## config.mk

```make
export PLATFORM = sky130hd
export DESIGN_NAME = mem_wb_elastic_reg
export DESIGN_NICKNAME = d
export VERILOG_FILES = /design/src/rtl/mem_wb_pkg.sv /design/src/rtl/mem_wb_elastic_reg_skid_buffer.sv /design/src/rtl/mem_wb_elastic_reg.sv
export SDC_FILE = /design/constraint.sdc
export NUM_CORES = 1
export LEC_CHECK = 0
export CAP_MARGIN = 20
export CORE_MARGIN = 5
export CORE_UTILIZATION = 50
export CTS_CLUSTER_SIZE = 16
export DETAILED_ROUTE_END_ITERATION = 10
export PLACE_DENSITY = 0.8
export SETUP_SLACK_MARGIN = 0.05
export SLEW_MARGIN = 10
export SYNTH_ARGS = -nofsm -noshare
export SYNTH_HDL_FRONTEND = slang
export SYNTH_SLANG_ARGS = --single-unit
```

## constraint.sdc

```tcl
create_clock -name clk -period 1.85 [get_ports clk]
set_input_delay 0.2775 -clock clk [delete_from_list [all_inputs] [get_ports clk]]
set_output_delay 0.2775 -clock clk [all_outputs]
set_load 0.005 [all_outputs]
```

## src/rtl/mem_wb_pkg.sv

```systemverilog
// Shared encodings for the MEM->WB elastic boundary.
package mem_wb_pkg;

  // Writeback result source select; 2'b11 is reserved and falls back to ALU.
  localparam logic [1:0] RES_ALU = 2'b00;
  localparam logic [1:0] RES_MEM = 2'b01;
  localparam logic [1:0] RES_PC4 = 2'b10;

  typedef enum logic [1:0] {
    SKID_EMPTY = 2'b00,
    SKID_ONE   = 2'b01,
    SKID_FULL  = 2'b10
  } skid_state_e;

  // PCPlus4 + ALUResult + ReadData + RegWrite + ResultSrc + Rd
  function automatic int payload_width(input int data_width, input int reg_addr_width);
    return 3 * data_width + 1 + 2 + reg_addr_width;
  endfunction

endpackage

```

## src/rtl/mem_wb_elastic_reg_skid_buffer.sv

```systemverilog
// Generic valid/ready stage: single register, or main + skid pair with a
// ready that depends only on local state.
//
// state      | meaning
// SKID_EMPTY | nothing held, downstream valid low
// SKID_ONE   | main register holds the oldest entry
// SKID_FULL  | main and skid both hold entries, upstream stalled
module mem_wb_elastic_reg_skid_buffer
  import mem_wb_pkg::*;
#(
  parameter int WIDTH   = 8,
  parameter int SKID_EN = 1
) (
  input  logic             clk,
  input  logic             rst_n,
  input  logic             flush,
  input  logic             up_valid,
  output logic             up_ready,
  input  logic [WIDTH-1:0] up_data,
  output logic             dn_valid,
  input  logic             dn_ready,
  output logic [WIDTH-1:0] dn_data
);

  skid_state_e      state_q, state_d;
  logic [WIDTH-1:0] main_q;
  logic [WIDTH-1:0] skid_q;
  logic             push, pop;
  logic             load_main_up, load_main_skid;

  assign dn_valid = (state_q != SKID_EMPTY);
  assign dn_data  = main_q;
  // Without the skid slot the only way to take a new entry while full is to
  // hand the current one off in the same cycle.
  assign up_ready = (SKID_EN != 0) ? (state_q != SKID_FULL) : (!dn_valid || dn_ready);
  assign push     = up_valid && up_ready;
  assign pop      = dn_valid && dn_ready;

  // Next-state and main-register load selection; flush overrides everything.
  always_comb begin
    state_d        = state_q;
    load_main_up   = 1'b0;
    load_main_skid = 1'b0;
    if (flush) begin
      state_d = SKID_EMPTY;
    end else begin
      case (state_q)
        SKID_EMPTY: begin
          if (push) begin
            state_d      = SKID_ONE;
            load_main_up = 1'b1;
          end
        end
        SKID_ONE: begin
          if (push && pop) begin
            load_main_up = 1'b1;
          end else if (push) begin
            state_d = SKID_FULL;
          end else if (pop) begin
            state_d = SKID_EMPTY;
          end
        end
        SKID_FULL: begin
          if (pop) begin
            state_d        = SKID_ONE;
            load_main_skid = 1'b1;
          end
        end
        default: state_d = SKID_EMPTY;
      endcase
    end
  end

  // State register.
  always_ff @(posedge clk or negedge rst_n) begin
    if (!rst_n) state_q <= SKID_EMPTY;
    else        state_q <= state_d;
  end

  // Main register loads only on accept or skid promotion; otherwise it holds.
  always_ff @(posedge clk or negedge rst_n) begin
    if (!rst_n)              main_q <= '0;
    else if (load_main_up)   main_q <= up_data;
    else if (load_main_skid) main_q <= skid_q;
  end

  if (SKID_EN != 0) begin : g_skid
    // Skid captures the entry that arrives while main is stalled.
    always_ff @(posedge clk or negedge rst_n) begin
      if (!rst_n) skid_q <= '0;
      else if (!flush && state_q == SKID_ONE && push && !pop) skid_q <= up_data;
    end
  end else begin : g_no_skid
    assign skid_q = '0;
  end

endmodule

```

## src/rtl/mem_wb_elastic_reg.sv

```systemverilog
// MEM->WB pipeline boundary: elastic register plus writeback result select
// and the register-file write qualifier.
module mem_wb_elastic_reg
  import mem_wb_pkg::*;
#(
  parameter int DATA_WIDTH     = 32,
  parameter int REG_ADDR_WIDTH = 5,
  parameter int SKID_EN        = 1
) (
  input  logic                      clk,
  input  logic                      rst_n,
  input  logic                      flush,
  input  logic                      valid_m,
  output logic                      ready_m,
  input  logic [DATA_WIDTH-1:0]     PCPlus4_m,
  input  logic [DATA_WIDTH-1:0]     ALUResult_m,
  input  logic [DATA_WIDTH-1:0]     ReadData_m,
  input  logic                      RegWrite_m,
  input  logic [1:0]                ResultSrc_m,
  input  logic [REG_ADDR_WIDTH-1:0] Rd_m,
  output logic                      valid_w,
  input  logic                      ready_w,
  output logic [DATA_WIDTH-1:0]     PCPlus4_w,
  output logic [DATA_WIDTH-1:0]     ALUResult_w,
  output logic [DATA_WIDTH-1:0]     ReadData_w,
  output logic                      RegWrite_w,
  output logic [1:0]                ResultSrc_w,
  output logic [REG_ADDR_WIDTH-1:0] Rd_w,
  output logic [DATA_WIDTH-1:0]     Result_w,
  output logic                      wb_en_w
);

  localparam int PAYLOAD_W = payload_width(DATA_WIDTH, REG_ADDR_WIDTH);

  logic [PAYLOAD_W-1:0] payload_m;
  logic [PAYLOAD_W-1:0] payload_w;

  assign payload_m = {PCPlus4_m, ALUResult_m, ReadData_m, RegWrite_m, ResultSrc_m, Rd_m};

  mem_wb_elastic_reg_skid_buffer #(
    .WIDTH   (PAYLOAD_W),
    .SKID_EN (SKID_EN)
  ) u_skid (
    .clk      (clk),
    .rst_n    (rst_n),
    .flush    (flush),
    .up_valid (valid_m),
    .up_ready (ready_m),
    .up_data  (payload_m),
    .dn_valid (valid_w),
    .dn_ready (ready_w),
    .dn_data  (payload_w)
  );

  assign {PCPlus4_w, ALUResult_w, ReadData_w, RegWrite_w, ResultSrc_w, Rd_w} = payload_w;

  // Result select works on registered fields only, so no input reaches Result_w.
  always_comb begin
    case (ResultSrc_w)
      RES_ALU: Result_w = ALUResult_w;
      RES_MEM: Result_w = ReadData_w;
      RES_PC4: Result_w = PCPlus4_w;
      default: Result_w = ALUResult_w;
    endcase
  end

  // x0 is hardwired, so a write to it is never a real writeback.
  assign wb_en_w = valid_w && RegWrite_w && (Rd_w != '0);

endmodule

```

## Yosys cells after proc, flatten, opt, wreduce, memory -nomap -nowiden

Index checks and enable logic that the tools add are counted.

| cells by class | value |
|---|---|
| equality and inequality tests | 9 |
| muxes and demuxes | 17 |
| reductions and logical operators | 15 |

Operators with widths:

| kind | number |
|---|---|
| $mux 104 | 2 |
| $pmux 32 s2 | 1 |
| $mux 2 | 6 |
| $logic_and 1x1->1 | 8 |
| $mux 1 | 6 |
| $ne 3x2->1 const B | 2 |
| $pmux 2 s3 | 1 |
| $reduce_bool 5->1 | 1 |
| $eq 2x1->1 const B | 2 |
| $eq 2x2->1 const B | 2 |
| $ne 4x2->1 const B | 1 |
| $reduce_and 4->1 | 1 |
| $reduce_bool 2->1 | 2 |
| $ne 3x3->1 const B | 1 |
| $logic_not 1->1 | 2 |
| $logic_not 2->1 | 1 |
| $ne 2x2->1 const B | 1 |
| $pmux 1 s2 | 1 |

| word-level totals | value |
|---|---|
| register bits | 210 |
| bits of input ports | 109 |
| output and inout port bits | 139 |
| logic and storage cells | 44 |

## Longest topological paths before layout

Gate-level depths: netlist of run 1.

| logic depth | value |
|---|---|
| depth after elaboration | 7 |
| depth in mapped cells | 6 |
| depth with buffers taken out | 4 |

## Hierarchy

Synthesis of run 1 repeated with hierarchy kept, for this count alone.

| second synthesis, totals | value |
|---|---|
| cells, all modules | 699 |
| area total of the unflattened synthesis | 9136.3 um^2 |

Modules (own cells, without submodules):

| module | times used | cells each | area each (um^2) | seq. area each (um^2) |
|---|---|---|---|---|
| mem_wb_elastic_reg_skid_buffer | 1 | 584 | 8506.9 | 5255.0 |
| mem_wb_elastic_reg | 1 | 115 | 629.4 | 0.0 |

## Worst setup path before layout of run 1

OpenSTA, ideal clock, no wires.

| timing path | value |
|---|---|
| path type | reg2reg |
| start | register u_skid.state_q[1] |
| end | register u_skid.main_q[62], in the netlist u_skid.dn_data[62] |
| library setup time | 0.125 ns |
| arrival time | 1.579 ns |
| required time | 1.725 ns |
| setup slack | 0.146 ns |
| stages on the path, launching flop included | 7 |
| path buffers | 2 |
| clock period less this slack | 1.704 ns |
| cells stage by stage | dfrtp_1 -> nor3b_2 -> nand2_1 -> buf_6 -> buf_6 -> mux2_4 -> mux2_2 |

| between the ends | value |
|---|---|
| cells in the longest elaborated chain, start to end | 7 |
| elaborated cells on any way between the ends | 17 |
| classes of those cells | eq/ne (3); mux (8); reduce/logical (6) |

RTL lines:

| what | RTL line | RTL |
|---|---|---|
| from (decl) | mem_wb_elastic_reg_skid_buffer.sv:25 | `skid_state_e state_q, state_d;` |
| from (signal assigned) | mem_wb_elastic_reg_skid_buffer.sv:77 | `else state_q <= state_d;` |
| $ne 2x2->1 / $reduce_bool 2->1 (equally long branches) | mem_wb_elastic_reg_skid_buffer.sv:35, mem_wb_elastic_reg_skid_buffer.sv:31 |  |
| $logic_and 1x1->1, on equally long branches | mem_wb_elastic_reg_skid_buffer.sv:36, mem_wb_elastic_reg_skid_buffer.sv:37 |  |
| $logic_and 1x1->1 | mem_wb_elastic_reg_skid_buffer.sv:55 | `if (push && pop) begin` |
| $mux 1 | mem_wb_elastic_reg_skid_buffer.sv:55 |  |
| $pmux 1 s2 | mem_wb_elastic_reg_skid_buffer.sv:47 | `case (state_q)` |
| $mux 1 | mem_wb_elastic_reg_skid_buffer.sv:44 | `if (flush) begin` |
| $mux 104 / $reduce_bool 2->1 (equally long branches) | - |  |
| to (signal assigned) | mem_wb_elastic_reg_skid_buffer.sv:83 | `else if (load_main_up) main_q <= up_data;` |
| to (signal assigned) | mem_wb_elastic_reg_skid_buffer.sv:84 | `else if (load_main_skid) main_q <= skid_q;` |
| to (decl) | mem_wb_elastic_reg_skid_buffer.sv:26 | `logic [WIDTH-1:0] main_q;` |

Several ways; a longest one is shown, not always the timed one.
A chain may end at the register's enable or synchronous reset.

## Worst setup path in the final report of run 1

| timing path | value |
|---|---|
| start | register u_skid.main_q[5], in the netlist u_skid.dn_data[5] |
| end | output port Result_w[21] |

| between the ends | value |
|---|---|
| cells in the longest elaborated chain, start to end | 2 |
| elaborated cells on any way between the ends | 3 |
| classes of those cells | eq/ne (2); mux (1) |

RTL lines:

| what | RTL line | RTL |
|---|---|---|
| $eq 2x2->1 / $eq 2x1->1 (equally long branches) | mem_wb_elastic_reg.sv:59 | `case (ResultSrc_w)` |
| $pmux 32 s2 (*) | mem_wb_elastic_reg.sv:59 |  |
| to (decl) | mem_wb_elastic_reg.sv:29 | `output logic [DATA_WIDTH-1:0] Result_w,` |

Mark *: on every way between the ends. The rest lies on a longest branch, timed or not.

==> results of run 1 <==
## power breakdown
group	leakage [nW]	internal (mW)	switching (mW)	total, mW
registers	2.56	6.16	1.39	7.55
clock network	0.386	2.82	1.81	4.63
logic	4.24	6.25	3.62	9.87
total	7.18	15.2	6.81	22.0
## routing by layer
| metal | GRT usage [%] | wire length [um] | share of wire (%) |
|---|---|---|---|
| met5 | 0 | 0 | 0 |
| met4 | 7.52 | 604 | 2.0 |
| met3 | 5.27 | 2120 | 6.9 |
| met2 | 43.2 | 15200 | 49 |
| met1 | 33.8 | 12800 | 42 |
## metrics by stage
stage	area (um2)	instances	setup TNS [ns]	hold slack (ns)	total power, mW
after detailed placement	13200	1213	-55.61	0.272	15.1
after floorplan	9900	690	0	-0.0181	10.2
after global routing	15400	1306	-13.43	0.350	23.1
after CTS	15000	1299	-10.08	0.325	21.6
after global placement	13200	1213	-47.70	0.272	14.8
final	15400	1308	-8.07	0.318	22.0
## cell type report
class / count / area, um2
clock inverters: 4 / 48.8
flip-flops and latches: 210 / 5260
clock buffers: 37 / 728
well taps: 265 / 332
repair buffers: 355 / 3920
fillers: 1121 / 4090
multi-input cells: 432 / 5070
diodes: 2 / 5.00
inverters: 3 / 11.3
## timing repair
action,4_1_cts,5_1_grt
setup endpoints to repair,114,199
gates resized for setup,319,103
buffers inserted,28,10
pin swaps,42,30
endpoints found under the hold margin,43,0
hold buffers,1,0
cloned,16,7
## placed cells by master (no fill, tap or decap), drive strengths merged
cell type and n:
clkbuf 42, a21oi 2, a22oi 32, bufinv 1, or4 1, nand2 35
dlygate4sd3 1, o211a 1, nor3b 2, o21ai 33, buf 137, a211oi 1
diode 2, mux2i 6, or2 1, dlymetal6s2s 3, dlygate4sd2 3, dfrtp 210
nor2 3, clkdlybuf4s50 206, inv 3, ha 2, and3 1, nand2b 4
mux2 306, nand3 1, clkinv 3, o21bai 1
## path summary, 6_finish.rpt
kind                                   start                 end  slack, ns  cells past startpoint
setup / recovery           u_skid.dn_data[5]        Result_w[21]      -0.30                      7
hold / removal                         rst_n    u_skid.skid_q[7]       0.32                      2
setup reg to reg           u_skid.state_q[1]  u_skid.dn_data[34]      -0.02                      7
hold reg to reg            u_skid.skid_q[54]   u_skid.skid_q[54]       0.49                      1
max in group asynchronous              rst_n   u_skid.state_q[0]       0.87                      3
min in group clk             ALUResult_m[15]   u_skid.skid_q[55]       0.40                      2
## cell families after synthesis
| family | synth area share, % |
|---|---|
| adders and majority gates | 0.253 |
| and+or+nand+nor | 2.05 |
| DFF | 53.1 |
| muxes | 37.3 |
| buffers and inverters | 2.87 |
| AOI/OAI and AO/OA | 4.45 |
## cells in the mapped netlist (3+ instances only)
cell type | n | area, um2
sky130_fd_sc_hd__dfrtp_1 | 210 | 5260
sky130_fd_sc_hd__mux2_1 | 128 | 1440
sky130_fd_sc_hd__mux2_2 | 128 | 1440
sky130_fd_sc_hd__mux2_4 | 50 | 751
sky130_fd_sc_hd__nand2_1 | 34 | 128
sky130_fd_sc_hd__o21ai_0 | 33 | 165
sky130_fd_sc_hd__a22oi_1 | 32 | 240
sky130_fd_sc_hd__buf_2 | 20 | 100
sky130_fd_sc_hd__clkbuf_1 | 14 | 52.6
sky130_fd_sc_hd__buf_4 | 7 | 52.6
sky130_fd_sc_hd__buf_6 | 6 | 67.6
sky130_fd_sc_hd__mux2i_1 | 6 | 60.1
sky130_fd_sc_hd__inv_1 | 3 | 11.3
sky130_fd_sc_hd__nand2b_1 | 3 | 18.8
sky130_fd_sc_hd__nor2_1 | 3 | 11.3
## sequential cells by signal (all words and copies together), names as in the netlist
name and cells:
u_skid.dn_data 104, u_skid.state_q 2, u_skid.skid_q 104
==> flow_summary.yaml, run 1 <==
synth:
  syn_inst: 690
  synthDistinctLibCells: 26
  synthArstFlopShare_pct: 100
  synthesis.area_per_instance_um2: 14.3
  syn-cell-area_um2: 9900
  synth_top_flop_cell: "sky130_fd_sc_hd__dfrtp_1"
  synth_seq_cells: 210
  synthesis.nets: 801
  synth.yosys.seq_area_share_pct: 53.1
  yosysWarnings: 0
  synth-edff-count: 0
power_and_ir_drop:
  p_leak_nw: 7.18
  vdd_ir_drop_max_v: 0.00100
  cellPowerDensity_nw_per_um2: 1430
cts:
  clock_latency_reported_for_the_late_side_of_the_worst_skew_pair_ns: 0.50
  tritoncts.num_buffers: 23
  clock-root-buffer: "sky130_fd_sc_hd__clkbuf_16"
  cts_sinks: 210
  cts.path.max_buffers: 3
  htree_num_levels: 1
  clock_tree_from_tritoncts: "done"
  clk_pin_slew_ns: 0.06
floorplanning:
  fp-row-count: 51
  io_pins: 248
  fp.coreArea_um2: 19500
  fp.dieH_um: 151
  die_w_um: 151
  design.die.area_um2: 22700
  floorplan.initialDensity_pct: 50.9
setup_path:
  critical-path-top-delay-family: "buffers and inverters"
  crit_chain: "buf_6, ha_4, buf_12, buf_12, a22oi_2, o21ai_2, buf_2"
  timing.critical_path.mode_cell: "sky130_fd_sc_hd__buf_12"
  critical-path-slowest-cell: "sky130_fd_sc_hd__dfrtp_1"
  timing.setup.critical_path_class: "register to primary output"
  cp.required_ns: 1.57
  crit_path_start_kind: "register"
  timing.critical_path.buf_inv: 4
  worstPathArrival_ns: 1.87
  timing.critical_path.slowest_cell_delay_ns: 0.41
  critical_path.endpoint_type: "primary output"
  crit_path_max_fanout: 8
timing:
  timing.final.crit_period_ns: 2.15
  slew_headroom_pct: 68.6
  setup-violations-final: 50
  achievable-frequency_ghz: 0.465
  postLayoutSetupSlackWorst_ns: -0.299
  fin_crit_sh_pct: 116
  tightestPinTransition_ns: 0.471
  grt_setup_unrepaired: "true"
  max_slew_violations: 0
  clock_skew_ns: 0.00950
  hold_viol: 0
final_layout:
  final_layout_size_suffix_gt1_share_pct: 47.6
  final_net_count: 1136
  fraction_of_the_core_area_covered_by_cells_at_the_end_of_the_flow_pct: 79.0
  layout-area-overhead-vs-synth_pct: 55.3
status:
  violated_checks: "negative setup slack"
  outcome: "finished with violations"
hold_path:
  min-delay-path-class: "primary input to async pin"
placement:
  buffer_ports.inserted: 247
  pre_cts_slack_ns: -0.430
  post_dp_hpwl_mm: 17.9
  finalWeightedCongestion: 0.782
routing:
  drt-vias-per-instance: 5.55
  drt_total_wl_mm: 30.7
  wire_per_inst_um: 23.4
  drt_pass1_iterations: 5
  remaining_drc_errors: 0
  total_number_of_vias: 7260
  drt.antenna.violating_nets: 0
  drt_first_iter_violations: 329
grt:
  overflow: 0
  global_route_wire_length_before_repair_mm: 45.2
  grt_pass1_vias: 7891
  initial_antenna_violation_count: 0
  globalRouteTotalUtil_pct: 25.7
  pin_count_of_the_biggest_net_entering_global_routing: 50
job:
  drv_cap: 0
Power figures use the tool's default switching activity.
==> run 2: changes to the inputs <==
Settings changed: CTS_CLUSTER_DIAMETER from default to 40.
==> run 2 against run 1 <==
  * The flow still finishes with violations (negative setup slack)
  * Combinational power rose by 12%
  * Utilization grew 7.5 points
  * Hold slack got worse by 0.047 ns
  * Final area rose by 9.5%
  * Die area unchanged
  * Non-clock buffer count is 22 higher
  * Routed wire length is 25% higher
  * Via count is 6.8% higher
  * Maximum frequency down 3.5%
  * Highest routed layer unchanged
==> flow_summary.yaml, run 2 (same netlist as run 1, synthesis figures left out) <==
status:
  outcome: "finished with violations"
  violated_checks: "negative setup slack"
setup_path:
  critical-path-top-delay-family: "buffers and inverters"
  timing.critical_path.slowest_cell_delay_ns: 0.41
  timing.critical_path.mode_cell: "sky130_fd_sc_hd__buf_12"
  timing.critical_path.buf_inv: 4
  critical-path-slowest-cell: "sky130_fd_sc_hd__dfrtp_1"
  timing.setup.critical_path_class: "register to primary output"
  critical_path.endpoint_type: "primary output"
  cp.required_ns: 1.57
  worstPathArrival_ns: 1.95
  crit_path_max_fanout: 8
  crit_chain: "buf_6, ha_4, buf_12, buf_12, a22oi_2, o21ai_1, buf_2"
  crit_path_start_kind: "register"
routing:
  drt_pass1_iterations: 4
  drt_total_wl_mm: 38.2
  drt.antenna.violating_nets: 0
  drt-vias-per-instance: 5.76
  wire_per_inst_um: 28.4
  remaining_drc_errors: 0
  drt_first_iter_violations: 428
  total_number_of_vias: 7757
floorplanning:
  fp.dieH_um: 151
  fp.coreArea_um2: 19500
  design.die.area_um2: 22700
  floorplan.initialDensity_pct: 50.9
  fp-row-count: 51
  die_w_um: 151
  io_pins: 248
timing:
  clock_skew_ns: 0.0186
  timing.final.crit_period_ns: 2.23
  grt_setup_unrepaired: "true"
  timing.hold.ws_ns: 0.271
  slew_headroom_pct: 67.8
  fin_crit_sh_pct: 120
  tightestPinTransition_ns: 0.483
  hold_viol: 0
  max_slew_violations: 0
  postLayoutSetupSlackWorst_ns: -0.377
  achievable-frequency_ghz: 0.449
  setup-violations-final: 195
placement:
  finalWeightedCongestion: 0.782
  buffer_ports.inserted: 247
  post_dp_hpwl_mm: 17.9
  dp.cells: 1213
final_layout:
  layout.cells.most_common: "sky130_fd_sc_hd__mux2_4"
  multiInputGateArea_um2: 5560
  final_net_count: 1166
  layout.cells.most_common_list: "253 x sky130_fd_sc_hd__mux2_4, 200 x sky130_fd_sc_hd__dfrtp_1, 195 x sky130_fd_sc_hd__clkdlybuf4s50_1, 48 x sky130_fd_sc_hd__mux2_2, 44 x sky130_fd_sc_hd__clkbuf_16"
  final-seq-area_um2: 5270
  layout-area-overhead-vs-synth_pct: 70.1
  final_layout_size_suffix_gt1_share_pct: 56.3
  finalNonFillerCells: 1346
  num-fill-cells: 794
cts:
  clock_latency_reported_for_the_late_side_of_the_worst_skew_pair_ns: 0.54
  cts.path.max_buffers: 3
  cts_sinks: 210
  htree_num_levels: 1
  clock-root-buffer: "sky130_fd_sc_hd__clkbuf_16"
  clock_tree_from_tritoncts: "done"
  tritoncts.num_buffers: 30
  clk_pin_slew_ns: 0.06
grt:
  pin_count_of_the_biggest_net_entering_global_routing: 50
  overflow: 0
  global_route_wire_length_before_repair_mm: 48.9
  globalRouteTotalUtil_pct: 28.2
  initial_antenna_violation_count: 1
  grt_pass1_vias: 8145
job:
  drv_cap: 0
hold_path:
  min-delay-path-class: "primary input to async pin"
power_and_ir_drop:
  cellPowerDensity_nw_per_um2: 1530
  p_leak_nw: 8.35
  vdd_ir_drop_max_v: 0.00104
==> run 2: cell count changes in the layout (fill, tap and decap cells not counted), moves of 9 or more <==
cell	previous run	this run
sky130_fd_sc_hd__bufinv_16	1	10
sky130_fd_sc_hd__clkbuf_16	27	44
sky130_fd_sc_hd__dlymetal6s2s_1	3	14
sky130_fd_sc_hd__mux2_2	102	48
sky130_fd_sc_hd__clkdlybuf4s50_1	206	195
sky130_fd_sc_hd__mux2_4	134	253
sky130_fd_sc_hd__mux2_1	70	5
==> run 2: final timing paths <==
path	cells past startpoint	end	startpoint	slack, ns
worst max-delay path	7	Result_w[25]	u_skid.dn_data[5]	-0.38
worst min-delay path	2	u_skid.skid_q[7]	rst_n	0.27
worst max register to register	7	u_skid.dn_data[65]	u_skid.state_q[1]	-0.12
worst min register to register	1	u_skid.skid_q[27]	u_skid.skid_q[27]	0.50
max in group asynchronous	3	u_skid.dn_data[90]	rst_n	0.91
min in group clk	2	u_skid.skid_q[47]	ALUResult_m[7]	0.39
==> run 2: repair_timing <==
item / CTS / global route
setup endpoints to repair: 133 / 247
gates resized for setup: 379 / 202
endpoints found under the hold margin: 43 / 0
buffers inserted: 26 / 19
cloned: 19 / 17
hold buffers: 1 / 0
pin swaps: 40 / 25
==> run 2: power by group <==
group / total (mW) / switching [mW] / internal [mW] / leakage (nW)
clock: 6.83 / 2.25 / 4.59 / 0.594
combinational: 11.1 / 4.14 / 7.01 / 5.20
sequential: 7.72 / 1.55 / 6.17 / 2.56
==> run 2: area by class of cell <==
type,count,share of cell area (%)
multi-input combinational,433,33.0
sequential,210,31.3
timing repair buffer,377,26.5
clock buffer,34,4.85
clock inverter,22,2.32
tap,265,1.97
inverter,3,0.0669
antenna,2,0.0297
==> run 2: per-stage QoR <==
step	instance area [um2]	utilization (%)	setup TNS (ns)	total power [mW]	setup WS [ns]
after floorplan	9900	-	0	10.2	0.146
after global placement	13200	67.6	-47.70	14.8	-0.390
after detailed placement	13200	67.6	-55.61	15.1	-0.430
after CTS	15800	81.0	-11.59	24.0	-0.356
after global routing	16800	86.5	-23.34	26.7	-0.444
final	16800	86.5	-17.58	25.7	-0.377
==> run 2: routing by layer <==
layer / GRT usage (%) / routed length [um] / vias up
li1: - / - / 3264
met1: 37.6 / 15100 / 3990
met2: 47.5 / 18600 / 379
met3: 4.94 / 2630 / 124
met4: 8.39 / 1830 / 0
met5: 0 / 0 / -
